[config.mk]
export PLATFORM = sky130hd
export DESIGN_NAME = hier_deser_flat
export DESIGN_NICKNAME = d
export VERILOG_FILES = /design/src/rtl/hier_deser_pkg.sv /design/src/rtl/hier_deser_if.sv /design/src/rtl/hier_deser_bitcnt.sv /design/src/rtl/hier_deser.sv /design/src/flat_wrapper.sv
export SDC_FILE = /design/constraint.sdc
export NUM_CORES = 1
export LEC_CHECK = 0
export CAP_MARGIN = 20
export CORE_MARGIN = 2
export CORE_UTILIZATION = 35
export CTS_CLUSTER_DIAMETER = 80
export DETAILED_ROUTE_END_ITERATION = 8
export PLACE_DENSITY_LB_ADDON = 0.05
export SLEW_MARGIN = 20
export SYNTH_ARGS = -nofsm -noshare
export SYNTH_HDL_FRONTEND = slang
export SYNTH_SLANG_ARGS = --single-unit
[constraint.sdc]
create_clock -name clk -period 4.85 [get_ports clk]
set_clock_uncertainty 0.05 [all_clocks]
set_input_delay 0.7275 -clock clk [delete_from_list [all_inputs] [get_ports clk]]
set_output_delay 0.7275 -clock clk [all_outputs]
set_load 0.03 [all_outputs]
[src/rtl/hier_deser_pkg.sv]
// Shared types and defaults for the hier_deser serial-to-parallel receiver.
// Latency: n/a (types and constants only).
// Backpressure: n/a.
// Optional feature macro used by this block: DESER_PARITY_EN.
package hier_deser_pkg;

  // PARITY is only entered when DESER_PARITY_EN is defined.
  typedef enum logic [1:0] {
    IDLE   = 2'd0,
    SHIFT  = 2'd1,
    PARITY = 2'd2
  } deser_state_t;

  localparam int DESER_WIDTH_DEF   = 8;
  localparam int DESER_TIMEOUT_DEF = 16;

endpackage

[src/rtl/hier_deser_if.sv]
// Serial link in / parallel word out bundle for hier_deser.
// Latency: n/a (wiring only).
// Backpressure: none; the serial side is strobe-driven and the parallel side is a valid pulse.
// Ports: ser_in/ser_valid/start (serial side), dout/dout_valid/busy/frame_err/parity_err (parallel side).
// Modports: slave = the receiver, master = whoever drives the link and consumes the word.
interface hier_deser_if
  import hier_deser_pkg::*;
#(
  parameter int WIDTH = DESER_WIDTH_DEF
) ();

  logic             ser_in;
  logic             ser_valid;
  logic             start;
  logic [WIDTH-1:0] dout;
  logic             dout_valid;
  logic             busy;
  logic             frame_err;
  logic             parity_err;

  modport slave (
    input  ser_in, ser_valid, start,
    output dout, dout_valid, busy, frame_err, parity_err
  );

  modport master (
    output ser_in, ser_valid, start,
    input  dout, dout_valid, busy, frame_err, parity_err
  );

endinterface

[src/rtl/hier_deser_bitcnt.sv]
// Bit position counter and inter-strobe timeout counter for hier_deser.
// Latency: counters update on the edge after their controls; last_bit/timed_out are combinational.
// Backpressure: none.
// Ports: clk, rst_n; first (bit 0 captured), step (later bit captured), clr (frame done),
//        tick (active frame, no strobe); cnt, last_bit (cnt is final data position), timed_out.
module hier_deser_bitcnt
  import hier_deser_pkg::*;
#(
  parameter int WIDTH   = DESER_WIDTH_DEF,
  parameter int TIMEOUT = DESER_TIMEOUT_DEF,
  localparam int CW     = $clog2(WIDTH + 1),
  localparam int TW     = $clog2(TIMEOUT + 1)
) (
  input  logic          clk,
  input  logic          rst_n,
  input  logic          first,
  input  logic          step,
  input  logic          clr,
  input  logic          tick,
  output logic [CW-1:0] cnt,
  output logic          last_bit,
  output logic          timed_out
);

  logic [TW-1:0] tmo;

  assign last_bit = (cnt == CW'(WIDTH - 1));
  // Fires on the idle cycle that brings tmo up to TIMEOUT.
  assign timed_out = tick && (tmo == TW'(TIMEOUT - 1));

  always_ff @(posedge clk or negedge rst_n) begin
    if (!rst_n) begin
      cnt <= '0;
      tmo <= '0;
    end else if (first) begin
      // A start bit always counts as bit 0, even when it aborts a frame.
      cnt <= CW'(1);
      tmo <= '0;
    end else if (clr || timed_out) begin
      cnt <= '0;
      tmo <= '0;
    end else if (step) begin
      cnt <= cnt + 1'b1;
      tmo <= '0;
    end else if (tick) begin
      tmo <= tmo + 1'b1;
    end
  end

endmodule

[src/rtl/hier_deser.sv]
// Serial-to-parallel receiver: collects WIDTH strobed bits into a word, pulses dout_valid per frame.
// Latency: dout/dout_valid one cycle after the final strobe (the parity strobe when DESER_PARITY_EN).
// Backpressure: none; link is strobe-driven, aborted frames pulse frame_err, bad parity pulses parity_err.
// Ports: clk, rst_n (async active-low), link (hier_deser_if.slave).
// Optional feature macro: DESER_PARITY_EN adds one even-parity bit after the data bits.
module hier_deser
  import hier_deser_pkg::*;
#(
  parameter int WIDTH     = DESER_WIDTH_DEF,
  parameter int LSB_FIRST = 1,
  parameter int TIMEOUT   = DESER_TIMEOUT_DEF
) (
  input logic          clk,
  input logic          rst_n,
  hier_deser_if.slave  link
);

  localparam int CW = $clog2(WIDTH + 1);

  deser_state_t     state;
  logic [WIDTH-1:0] shreg;
  logic [WIDTH-1:0] cap_word;
  logic [WIDTH-1:0] dout_q;
  logic             dout_valid_q;
  logic             frame_err_q;
  logic [CW-1:0]    cnt;
  logic [CW-1:0]    idx;
  logic             last_bit;
  logic             timed_out;
  logic             active;
  logic             begin_frame;
  logic             shift_bit;
  logic             wait_tick;
  logic             clr;

  assign active      = (state != IDLE);
  // A start strobe opens a frame from any state; outside IDLE it is also an abort.
  assign begin_frame = link.ser_valid & link.start;
  assign shift_bit   = link.ser_valid & ~link.start & (state == SHIFT);
  assign wait_tick   = ~link.ser_valid & active;

`ifdef DESER_PARITY_EN
  logic par_bit;
  logic parity_err_q;
  assign par_bit = link.ser_valid & ~link.start & (state == PARITY);
  assign clr     = (shift_bit & last_bit) | par_bit;
`else
  assign clr     = shift_bit & last_bit;
`endif

  hier_deser_bitcnt #(
    .WIDTH   (WIDTH),
    .TIMEOUT (TIMEOUT)
  ) u_bitcnt (
    .clk       (clk),
    .rst_n     (rst_n),
    .first     (begin_frame),
    .step      (shift_bit),
    .clr       (clr),
    .tick      (wait_tick),
    .cnt       (cnt),
    .last_bit  (last_bit),
    .timed_out (timed_out)
  );

  // Word as it looks with the current strobe merged in; a start bit begins from a clean word
  // so nothing from an aborted frame can leak into the new one.
  always_comb begin
    idx = begin_frame ? '0 : cnt;
    if (LSB_FIRST == 0) idx = CW'(WIDTH - 1) - idx;
    cap_word = begin_frame ? '0 : shreg;
    for (int i = 0; i < WIDTH; i++) begin
      if (idx == CW'(i)) cap_word[i] = link.ser_in;
    end
  end

  always_ff @(posedge clk or negedge rst_n) begin
    if (!rst_n) begin
      state        <= IDLE;
      shreg        <= '0;
      dout_q       <= '0;
      dout_valid_q <= 1'b0;
      frame_err_q  <= 1'b0;
`ifdef DESER_PARITY_EN
      parity_err_q <= 1'b0;
`endif
    end else begin
      dout_valid_q <= 1'b0;
      frame_err_q  <= 1'b0;
`ifdef DESER_PARITY_EN
      parity_err_q <= 1'b0;
`endif
      // Restart outranks completion and timeout, which cannot coincide with a strobe anyway.
      if (begin_frame) begin
        frame_err_q <= active;
        shreg       <= cap_word;
        state       <= SHIFT;
      end else if (shift_bit) begin
        shreg <= cap_word;
        if (last_bit) begin
`ifdef DESER_PARITY_EN
          state <= PARITY;
`else
          dout_q       <= cap_word;
          dout_valid_q <= 1'b1;
          state        <= IDLE;
`endif
        end
      end
`ifdef DESER_PARITY_EN
      else if (par_bit) begin
        state <= IDLE;
        // Even parity: data ones plus the parity bit must total an even count.
        if (link.ser_in == ^shreg) begin
          dout_q       <= shreg;
          dout_valid_q <= 1'b1;
        end else begin
          parity_err_q <= 1'b1;
        end
      end
`endif
      else if (timed_out) begin
        frame_err_q <= 1'b1;
        shreg       <= '0;
        state       <= IDLE;
      end
    end
  end

  assign link.dout       = dout_q;
  assign link.dout_valid = dout_valid_q;
  assign link.busy       = active;
  assign link.frame_err  = frame_err_q;
`ifdef DESER_PARITY_EN
  assign link.parity_err = parity_err_q;
`else
  assign link.parity_err = 1'b0;
`endif

endmodule
[src/flat_wrapper.sv]
// flat-port wrapper written by rule: the top's interface ports become plain ports
module hier_deser_flat import hier_deser_pkg::*;
#(
  parameter int WIDTH     = DESER_WIDTH_DEF,
  parameter int LSB_FIRST = 1,
  parameter int TIMEOUT   = DESER_TIMEOUT_DEF
)
  (clk, rst_n, link_ser_in, link_ser_valid, link_start, link_dout, link_dout_valid, link_busy, link_frame_err, link_parity_err);
  hier_deser_if #(.WIDTH(WIDTH)) link_i ();
  input logic clk;
  input logic rst_n;
  input wire logic [$bits(link_i.ser_in)-1:0] link_ser_in;
  input wire logic [$bits(link_i.ser_valid)-1:0] link_ser_valid;
  input wire logic [$bits(link_i.start)-1:0] link_start;
  output wire logic [$bits(link_i.dout)-1:0] link_dout;
  output wire logic [$bits(link_i.dout_valid)-1:0] link_dout_valid;
  output wire logic [$bits(link_i.busy)-1:0] link_busy;
  output wire logic [$bits(link_i.frame_err)-1:0] link_frame_err;
  output wire logic [$bits(link_i.parity_err)-1:0] link_parity_err;
  assign link_i.ser_in = link_ser_in;
  assign link_i.ser_valid = link_ser_valid;
  assign link_i.start = link_start;
  assign link_dout = link_i.dout;
  assign link_dout_valid = link_i.dout_valid;
  assign link_busy = link_i.busy;
  assign link_frame_err = link_i.frame_err;
  assign link_parity_err = link_i.parity_err;
  hier_deser #(.WIDTH(WIDTH), .LSB_FIRST(LSB_FIRST), .TIMEOUT(TIMEOUT)) u_core (.clk(clk), .rst_n(rst_n), .link(link_i));
endmodule
# Word level (Yosys, flattened, before mapping)
# Cells that the tools add are included.
# totals
regBits	29
input_bits	5
out_inout_bits	12
# classes
add_sub_neg	2
eq_ne	11
n_mux	30
bitwise	8
reduce_logical	9
# op_table
op	n
8-bit 2-to-1 mux	4
4-bit by 3-bit equality test with 1-bit output, second input constant	5
5-bit 2-to-1 mux	4
4-bit 2-to-1 mux	4
1-bit 2-to-1 mux	14
4-bit by 2-bit equality test with 1-bit output, second input constant	2
2-bit 2-to-1 mux	4
3-bit nonzero test	2
5-bit by 1-bit adder with 5-bit output, second input constant	1
1-bit AND	5
5-bit by 4-bit equality test with 1-bit output, second input constant	1
4-bit by 1-bit adder with 4-bit output, second input constant	1
4-bit by 1-bit equality test with 1-bit output, second input constant	1
4-bit logical NOT	1
4-bit nonzero test	1
3-bit by 1-bit != test with 1-bit output, second input constant	1
1-bit inverter	3
3-bit AND reduction	1
2-bit by 1-bit equality test with 1-bit output, second input constant	1
2-bit AND reduction	1
2-bit nonzero test	1
1-bit logical AND	1
1-bit logical OR	1

# Longest topological paths before layout
# Gate-level depths: netlist of the first run.
# logic_depth
depth_word	7
depth_mapped	6

# Hierarchy
# From an unflattened synthesis of the first run, not the netlist that was laid out.
# unflattened
hier_cells	157
hier_area_um2	1549.0
# by_module_without_submodules
mod	instances	cells_each	area_each_um2
hier_deser	1	114	1084.8
hier_deser_bitcnt	1	43	464.2

# Worst setup path before layout of the first run
# No wires, ideal clock.
# synth_path
path_kind	in2reg
from	input port link_ser_valid
to	register u_core.dout_q[1] (netlist: u_core.link.dout[1])
arrival_time_ns	1.595
required_ns	4.675
setup_slack_ns	3.081
cell_stages	4
path_buffers	1
cell_sequence	buf_2 nand3b_1 nor2_4 mux2_2
# synth_via
elab_chain_cells	4
word_cells_on_any_way	9
classes_between	eq/ne (1); mux (3); bitwise (4); reduce/logical (1)
# synth_lines
item	line	text
from (decl)	flat_wrapper.sv:13	input wire logic [$bits(link_i.ser_valid)-1:0] link_ser_valid;
1-bit AND	hier_deser.sv:38	assign begin_frame = link.ser_valid & link.start;
4-bit 2-to-1 mux	hier_deser.sv:69	idx = begin_frame ? '0 : cnt;
4-bit by 1-bit equality test with 1-bit output	hier_deser.sv:73	if (idx == CW'(i)) cap_word[i] = link.ser_in;
1-bit 2-to-1 mux	hier_deser.sv:73	
to (signal assigned)	hier_deser.sv:104	dout_q <= cap_word;
to (decl)	hier_deser.sv:23	logic [WIDTH-1:0] dout_q;
# Parallel ways exist; a longest one is shown, timed or not.
# A chain may end at the register's enable or synchronous reset.

# Worst setup path after layout of the first run
# layout_path
from	input port link_ser_valid
to	register u_core.dout_q[4] (netlist: u_core.link.dout[4])
# layout_via
elab_chain_cells	4
word_cells_on_any_way	9
classes_between	eq/ne (1); mux (3); bitwise (4); reduce/logical (1)
# layout_lines
item	line
1-bit AND	hier_deser.sv:38
4-bit 2-to-1 mux	hier_deser.sv:69
4-bit by 3-bit equality test with 1-bit output	hier_deser.sv:73
1-bit 2-to-1 mux	hier_deser.sv:73
# Parallel ways exist; a longest one is shown, timed or not.

==> impl_results.md, run 1 <==
* Run status: finished clean
* Number of buffers created by CTS at 3
* Num ports at 17
* Worst setup startpoint: link_ser_valid
* Crit path cell chain: clkdlybuf4s50_1, nand3b_1, nor2_4, mux2_2
* Final WL at about 3200 µm
* Most common library cell in the layout ignoring fill and taps: dfrtp_1
* Crit Path Category: in -> reg
* Antenna viol nets, final at 0
* Share of post-route cells with drive strength above 1 at between 10% and 20%
* Count of unresolved DRC violations after routing at 0
* Cell Rows at 24
* Startpoint of the lowest-slack hold path: u_core.link.dout[0]
* Worst-path maximum fanout at 20
* Aggregate global routing overflow at 0
* Maximum number of pins on one net before global-route repair at 29
* Estimated wirelength of the detail-placed design at 2211 µm
* Classification of the worst-slack hold path: reg -> reg
* CTS HTree Levels at 1
* Fin util at 41.64%
* Worst slew pin tran at 0.6108 ns
* Maximum frequency from static timing analysis at 0.3605 GHz
* Average wire per standard cell at 16.08 µm
* Accumulated negative setup slack at 0 ns
* Post-Syn Area per Cell at 11.48 µm²
* Syn Inst Count at 138
* Post-synth design cell area at 1584 µm²
* Data required time of the worst path at 4.97 ns
* Category of the worst setup path capture point: flip-flop
* Insertion delay of the later-clocked pin in the worst-skew pair at 0.27 ns
* Width of the chip at 71.28 µm
* Final Wtd Congestion at a little under 0.8
* Commonest non-fill, non-tap cells in the layout: dfrtp_1 (28), clkdlybuf4s50_1 (15), nand2_1 (7)
* Sinks on Clock Net at 28
* Static leakage at 0.8412 nW
* Core Footprint at 4354 µm²
* Data arrival time at the worst-slack endpoint at 2.89 ns
* Total inserted antenna cells at 0
* Final Setup Violations at 0
* Delay contributed by the slowest stage of the critical path at 0.86 ns
* Clock-pin slew on the worst setup and hold paths at roughly 0.10 ns
* Final net count at 156
* Starting density of the core at 36.38%
* Sequential area share after synthesis at between 40 and 50%
* CTS tree: done
* Clk buf depth at 2
* Setup repair after global routing missed its margin: false
* Overall die area at roughly 5100 µm²
* Count of distinct cell types in the synthesized netlist at 50
* Max_slew headroom at between 50% and 60%
* Total of flip-flops plus latches after synthesis at 28
* Resize count post-CTS at 0
* Power per standard cell area at 368.9 nW/µm²
* # port buffers at 15
* Initial antenna violation count at 0
* Post-CTS setup repair buffer count at 0
* Total GRT Usage at 13.59%
* Wire length of the first global-routing pass at 5416 µm
* Clock period minus final worst setup slack at 2.774 ns
* Final hold vios at 0
* Initial DRC count at 25
* Yosys warnings at 0
* Post-synth net total at 146
* Worst supply voltage drop on vdd at 173.5 µV
* Final period util at 57.20%
* Share of synthesized registers carrying an async set or reset at 100.0%
* Clk Tree Root Cell: clkbuf_8
* Prevailing post-synth register cell: dfrtp_1
* Standard cell with the maximum stage delay on the critical path: clkdlybuf4s50_1
* Maximum Capacitance Violations at 0
* Post-synthesis to final-layout area growth at 14.46%
* Die Y at 71.28 µm
* Layout filler cell count at 411
* Router iterations before antenna repair at 4
* Reg2reg start: u_core.state[0]
* Vias/cell at 5.668
* Vias after detailed routing at 1128
* Final Hold Slack at roughly 0.45 ns
* Post-synth EDFFs at 0
* Number of global-route vias before repair at 1064
* Max-slew violation count at 0
* Cts hold-fix bufs at 0
* Startpoint types: input pin
[metrics by stage]
step | instance area [µm²] | cells | power (mW) | setup WS (ns)
2_1_floorplan | 1584 | 138 | 0.4467 | 3.081
3_3_place_gp | 1742 | 195 | 0.4905 | 1.881
3_5_place_dp | 1742 | 195 | 0.4931 | 1.782
4_1_cts | 1813 | 199 | 0.6791 | 2.082
5_1_grt | 1813 | 199 | 0.7119 | 1.941
6_report | 1813 | 199 | 0.6689 | 2.076
[cells by family after synthesis]
logic type	Yosys count	share of synthesized area, %
other	1	0.2367
AND/OR/NAND/NOR	34	17.77
buffers and inverters	16	5.291
adder cells (fa/ha/maj)	3	2.370
multiplexers	15	11.45
flip-flops	28	44.23
AO/OA/AOI/OAI	41	18.64
[Yosys cell counts, types with 2 or more instances]
cell type / number / area, µm²
a211oi_1: 2 / 15.01
a21o_1: 3 / 22.52
a21oi_1: 5 / 25.02
a22o_1: 5 / 43.79
a32o_1: 2 / 20.02
and3_1: 2 / 12.51
and4bb_4: 2 / 32.53
buf_2: 7 / 35.03
buf_4: 2 / 15.01
dfrtp_1: 28 / 700.7
ha_1: 3 / 37.54
inv_1: 4 / 15.01
mux2_1: 4 / 45.04
mux2_2: 5 / 56.30
mux2_4: 4 / 60.06
mux2i_1: 2 / 20.02
nand2_1: 7 / 26.28
nand2b_1: 2 / 12.51
nand3_1: 3 / 15.01
nor2_1: 3 / 11.26
nor4b_2: 3 / 45.04
o211ai_1: 6 / 45.04
o21ai_0: 4 / 20.02
o21ai_1: 2 / 10.01
o22ai_1: 2 / 12.51
o2bb2ai_1: 2 / 17.52
[worst max-delay path, delay by kind of cell]
family	cells	cell delay [ns]
muxes	1	0.38
buffers and inverters	1	0.86
and+or+nand+nor	2	0.92
[metal layers]
layer	wire (µm)	global-route usage, %	part of all wire [%]	vias up
met4	25	2.935	0.78	0
met2	1445	19.96	45	18
met5	0	0	0	-
met3	102	3.938	3.2	2
met1	1626	19.98	51	569
li1	-	-	-	539
[power breakdown]
group	switching (mW)	total [mW]	internal [mW]	leakage, nW
Combinational	0.0851	0.173	0.0882	0.430
Sequential	0.0515	0.314	0.262	0.375
Clock	0.0713	0.182	0.110	0.0357
[path summary, 6_finish.rpt]
| path | endpoint | slack (ns) | cells past startpoint |
|---|---|---|---|
| max reg2reg | u_core.link.dout[4] | 2.79 | 3 |
| max | u_core.link.dout[4] | 2.08 | 4 |
| min reg2reg | u_core.link.dout[0] | 0.45 | 1 |
| min | u_core.link.dout[0] | 0.45 | 1 |
| max in group asynchronous | u_core.u_bitcnt.tmo[0] | 3.70 | 2 |
| min in group asynchronous | u_core.link.dout[6] | 0.78 | 2 |
[final cells by class]
type	instances	area, µm²	share of cell area (%)
clock buffer	3	41.29	2.277
clock inverter	1	30.03	1.656
inverter	5	18.77	1.035
multi-input combinational	94	799.5	44.10
sequential	28	700.7	38.65
tap	52	65.06	3.589
timing repair buffer	16	157.7	8.696
[flip-flops by register name (all words and copies together), names as in the netlist]
name / count
u_core.link.dout: 8
u_core.shreg: 8
u_core.u_bitcnt.cnt: 4
u_core.link.frame_err: 1
u_core.u_bitcnt.tmo: 5
u_core.link.dout_valid: 1
u_core.state: 1
(Power assumes the default switching activity.)
==> run 2, diff against run 1 <==
==> constraint.sdc (replaced) <==
create_clock -name clk -period 2.4 [get_ports clk]
set_clock_uncertainty 0.05 [all_clocks]
set_input_delay 0.36 -clock clk [delete_from_list [all_inputs] [get_ports clk]]
set_output_delay 0.36 -clock clk [all_outputs]
set_load 0.03 [all_outputs]
==> run 2 against run 1 <==
Net effect:
- die area unchanged
- final cell count up 1.5%
- first-iteration DRC count grew to 2.5 times the previous value
- global-route usage grew 0.99 points
- routed wire length is 6.3% higher
- total power is 110% higher
- clock power increased by 110%
- final area up 1.2%
- critical path type is now reg -> out
- largest cell class unchanged
- highest routed layer unchanged
==> impl_results.md, run 2 (synthesis results as in run 1) <==
* Highest metal layer with signal wires: met4 (unchanged)
* Worst slack, placed at 0.3985 ns (was 1.782 ns)
* Estimated wirelength of the detail-placed design at 2397 µm (was 2211 µm)
* Commonest non-fill, non-tap cells in the layout: dfrtp_1 (28), clkdlybuf4s50_1 (15), nand2_1 (7) (unchanged)
* Total inserted antenna cells at 0 (unchanged)
* Count of unresolved DRC violations after routing at 0 (unchanged)
* Category of the worst setup path capture point: primary output (was flip-flop)
* CTS tree: done (unchanged)
* Crit Path Category: reg -> out (was in -> reg)
* Core Footprint at 4354 µm² (unchanged)
* Accumulated negative setup slack at 0 ns (unchanged)
* Number of global-route vias before repair at 1100 (was 1064)
* Maximum frequency from static timing analysis at 0.4737 GHz
* Minimum setup slack in the final design at 0.2888 ns (was 2.076 ns)
* Setup repair after global routing missed its margin: false (unchanged)
* Placed Cells at 198 (was 195)
* Final hold vios at 0 (unchanged)
* CTS HTree Levels at 1 (unchanged)
* Vias after detailed routing at 1101 (was 1128)
* Clk Tree Root Cell: clkbuf_8 (unchanged)
* Die Y at 71.28 µm (unchanged)
* Met1 layer wirelength in the final routing at 1704 µm (was 1626 µm)
* Wire length of the first global-routing pass at 5692 µm (was 5416 µm)
* Total GRT Usage at 14.58% (was 13.59%)
* Delay contributed by the slowest stage of the critical path at 0.76 ns (was 0.86 ns)
* Standard cell with the maximum stage delay on the critical path: clkdlybuf4s50_1 (unchanged)
* Cts hold-fix bufs at 0 (unchanged)
* Post-DP Area at 1764 µm² (was 1742 µm²)
* Worst-path maximum fanout at 17 (was 20)
* Resize count post-CTS at 0 (unchanged)
* Final WL at 3400 µm (was 3199 µm)
* Crit path cell chain: clkdlybuf4s50_1 (was clkdlybuf4s50_1, nand3b_1, nor2_4, mux2_2)
* Worst supply voltage drop on vdd at 360.2 µV (was 173.5 µV)
* Clock-pin slew on the worst setup and hold paths at 0.10 ns (about the same)
* Data required time of the worst path at 1.99 ns (was 4.97 ns)
* Vias/cell at 5.450 (was 5.668)
* Power per standard cell area at 751.3 nW/µm² (was 368.9 nW/µm²)
* Width of the chip at 71.28 µm (unchanged)
* # port buffers at 15 (unchanged)
* Final Setup Violations at 0 (unchanged)
* Run status: finished clean (unchanged)
* Aggregate global routing overflow at 0 (unchanged)
* Max-slew violation count at 0 (unchanged)
* Starting density of the core at 36.38% (unchanged)
* Met3 WL post-DR at 77 µm (was 102 µm)
* Post-synthesis to final-layout area growth at 15.88% (was 14.46%)
* Average wire per standard cell at 16.83 µm (was 16.08 µm)
* Dominant delay contributor by cell family on the critical path: buffers and inverters (was simple AND/OR/NAND/NOR gates)
* Final period util at 87.97%
* Post-CTS setup repair buffer count at 0 (unchanged)
* Clk buf depth at 2 (unchanged)
* Insertion delay of the later-clocked pin in the worst-skew pair at 0.28 ns (was 0.27 ns)
* Antenna viol nets, final at 0 (unchanged)
* Sinks on Clock Net at 28 (unchanged)
* Maximum Capacitance Violations at 0 (unchanged)
* Cell area after layout at 1836 µm² (was 1813 µm²)
* Maximum number of pins on one net before global-route repair at 29 (unchanged)
* Number of buffers created by CTS at 3 (unchanged)
* Combined buffer and inverter count along the critical path at 1 (unchanged)
* Router iterations before antenna repair at 4 (unchanged)
* Overall die area at 5080 µm² (unchanged)
* Final net count at 159 (was 156)
* Classification of the worst-slack hold path: in -> async (was reg -> reg)
* Num ports at 17 (unchanged)
* Share of post-route cells with drive strength above 1 at 17.33% (was 15.65%)
* Cell Rows at 24 (unchanged)
* Data arrival time at the worst-slack endpoint at 1.70 ns (was 2.89 ns)
* Static leakage at 0.8557 nW (was 0.8412 nW)
* Startpoint types: flip-flop (was input pin)
* Initial DRC count at 63 (was 25)
* Detailed-routed wire length on met2 at 1598 µm (was 1445 µm)
* Clock period minus final worst setup slack at approximately 2.1 ns
* Final Hold Slack at 0.4115 ns (was 0.4455 ns)
* Final Instance Count excl. Fillers at 202 (was 199)
* Final Wtd Congestion at 0.7872 (was 0.7862)
* Most common library cell in the layout ignoring fill and taps: dfrtp_1 (unchanged)
* Initial antenna violation count at 0 (unchanged)
[run 2: cell count changes in the layout (fill, tap and decap cells not counted)]
cell / before / now
buf_4: 1 / 4
[run 2: path summary, 6_finish.rpt]
check	slack, ns	from	to	depth (start not counted)
max	0.29	u_core.state[0]	link_busy	1
min	0.41	rst_n	u_core.state[0]	2
max reg2reg	0.43	u_core.u_bitcnt.tmo[0]	u_core.shreg[6]	6
min reg2reg	0.45	u_core.shreg[3]	u_core.shreg[3]	1
max in group asynchronous	1.61	rst_n	u_core.shreg[0]	2
min in group clk	0.45	u_core.shreg[3]	u_core.shreg[3]	1
[run 2: metrics by stage]
| step | power (mW) | utilization, % |
|---|---|---|
| global placement | 1.010 | 40.52 |
| detailed placement | 1.012 | 40.52 |
| global route | 1.471 | 42.16 |
| floorplan | 0.9028 | - |
| finish | 1.379 | 42.16 |
| CTS | 1.397 | 42.16 |
[run 2: area by class of cell]
type	count	area [µm²]
Inverter	5	18.77
Timing Repair Buffer	19	180.2
Clock buffer	3	41.29
Clock inverter	1	30.03
Fill cell	401	2519
Sequential cell	28	700.7
Multi-Input combinational cell	94	799.5
Tap cell	52	65.06
[run 2: routing by layer]
layer  up-vias  GRT usage, %
li1        541             -
met1       544         20.22
met2        14         23.46
met3         2         2.110
met4         0         5.031
met5         -             0
[run 2: where the power goes]
group / switching, mW / leakage (nW) / internal [mW] / total [mW]
Combinational: 0.198 / 0.445 / 0.190 / 0.388
Clock: 0.155 / 0.0357 / 0.223 / 0.379
Sequential: 0.0817 / 0.375 / 0.531 / 0.612
==> run 3, diff against run 2 <==
--- a/config.mk
+++ b/config.mk
@@ -11,6 +11,7 @@
 export CTS_CLUSTER_DIAMETER = 80
 export DETAILED_ROUTE_END_ITERATION = 8
 export PLACE_DENSITY_LB_ADDON = 0.05
+export SETUP_SLACK_MARGIN = 0.15
 export SLEW_MARGIN = 20
 export SYNTH_ARGS = -nofsm -noshare
 export SYNTH_HDL_FRONTEND = slang
==> results of run 3 <==
Final layout, timing and power as in run 2 (identical DEF).
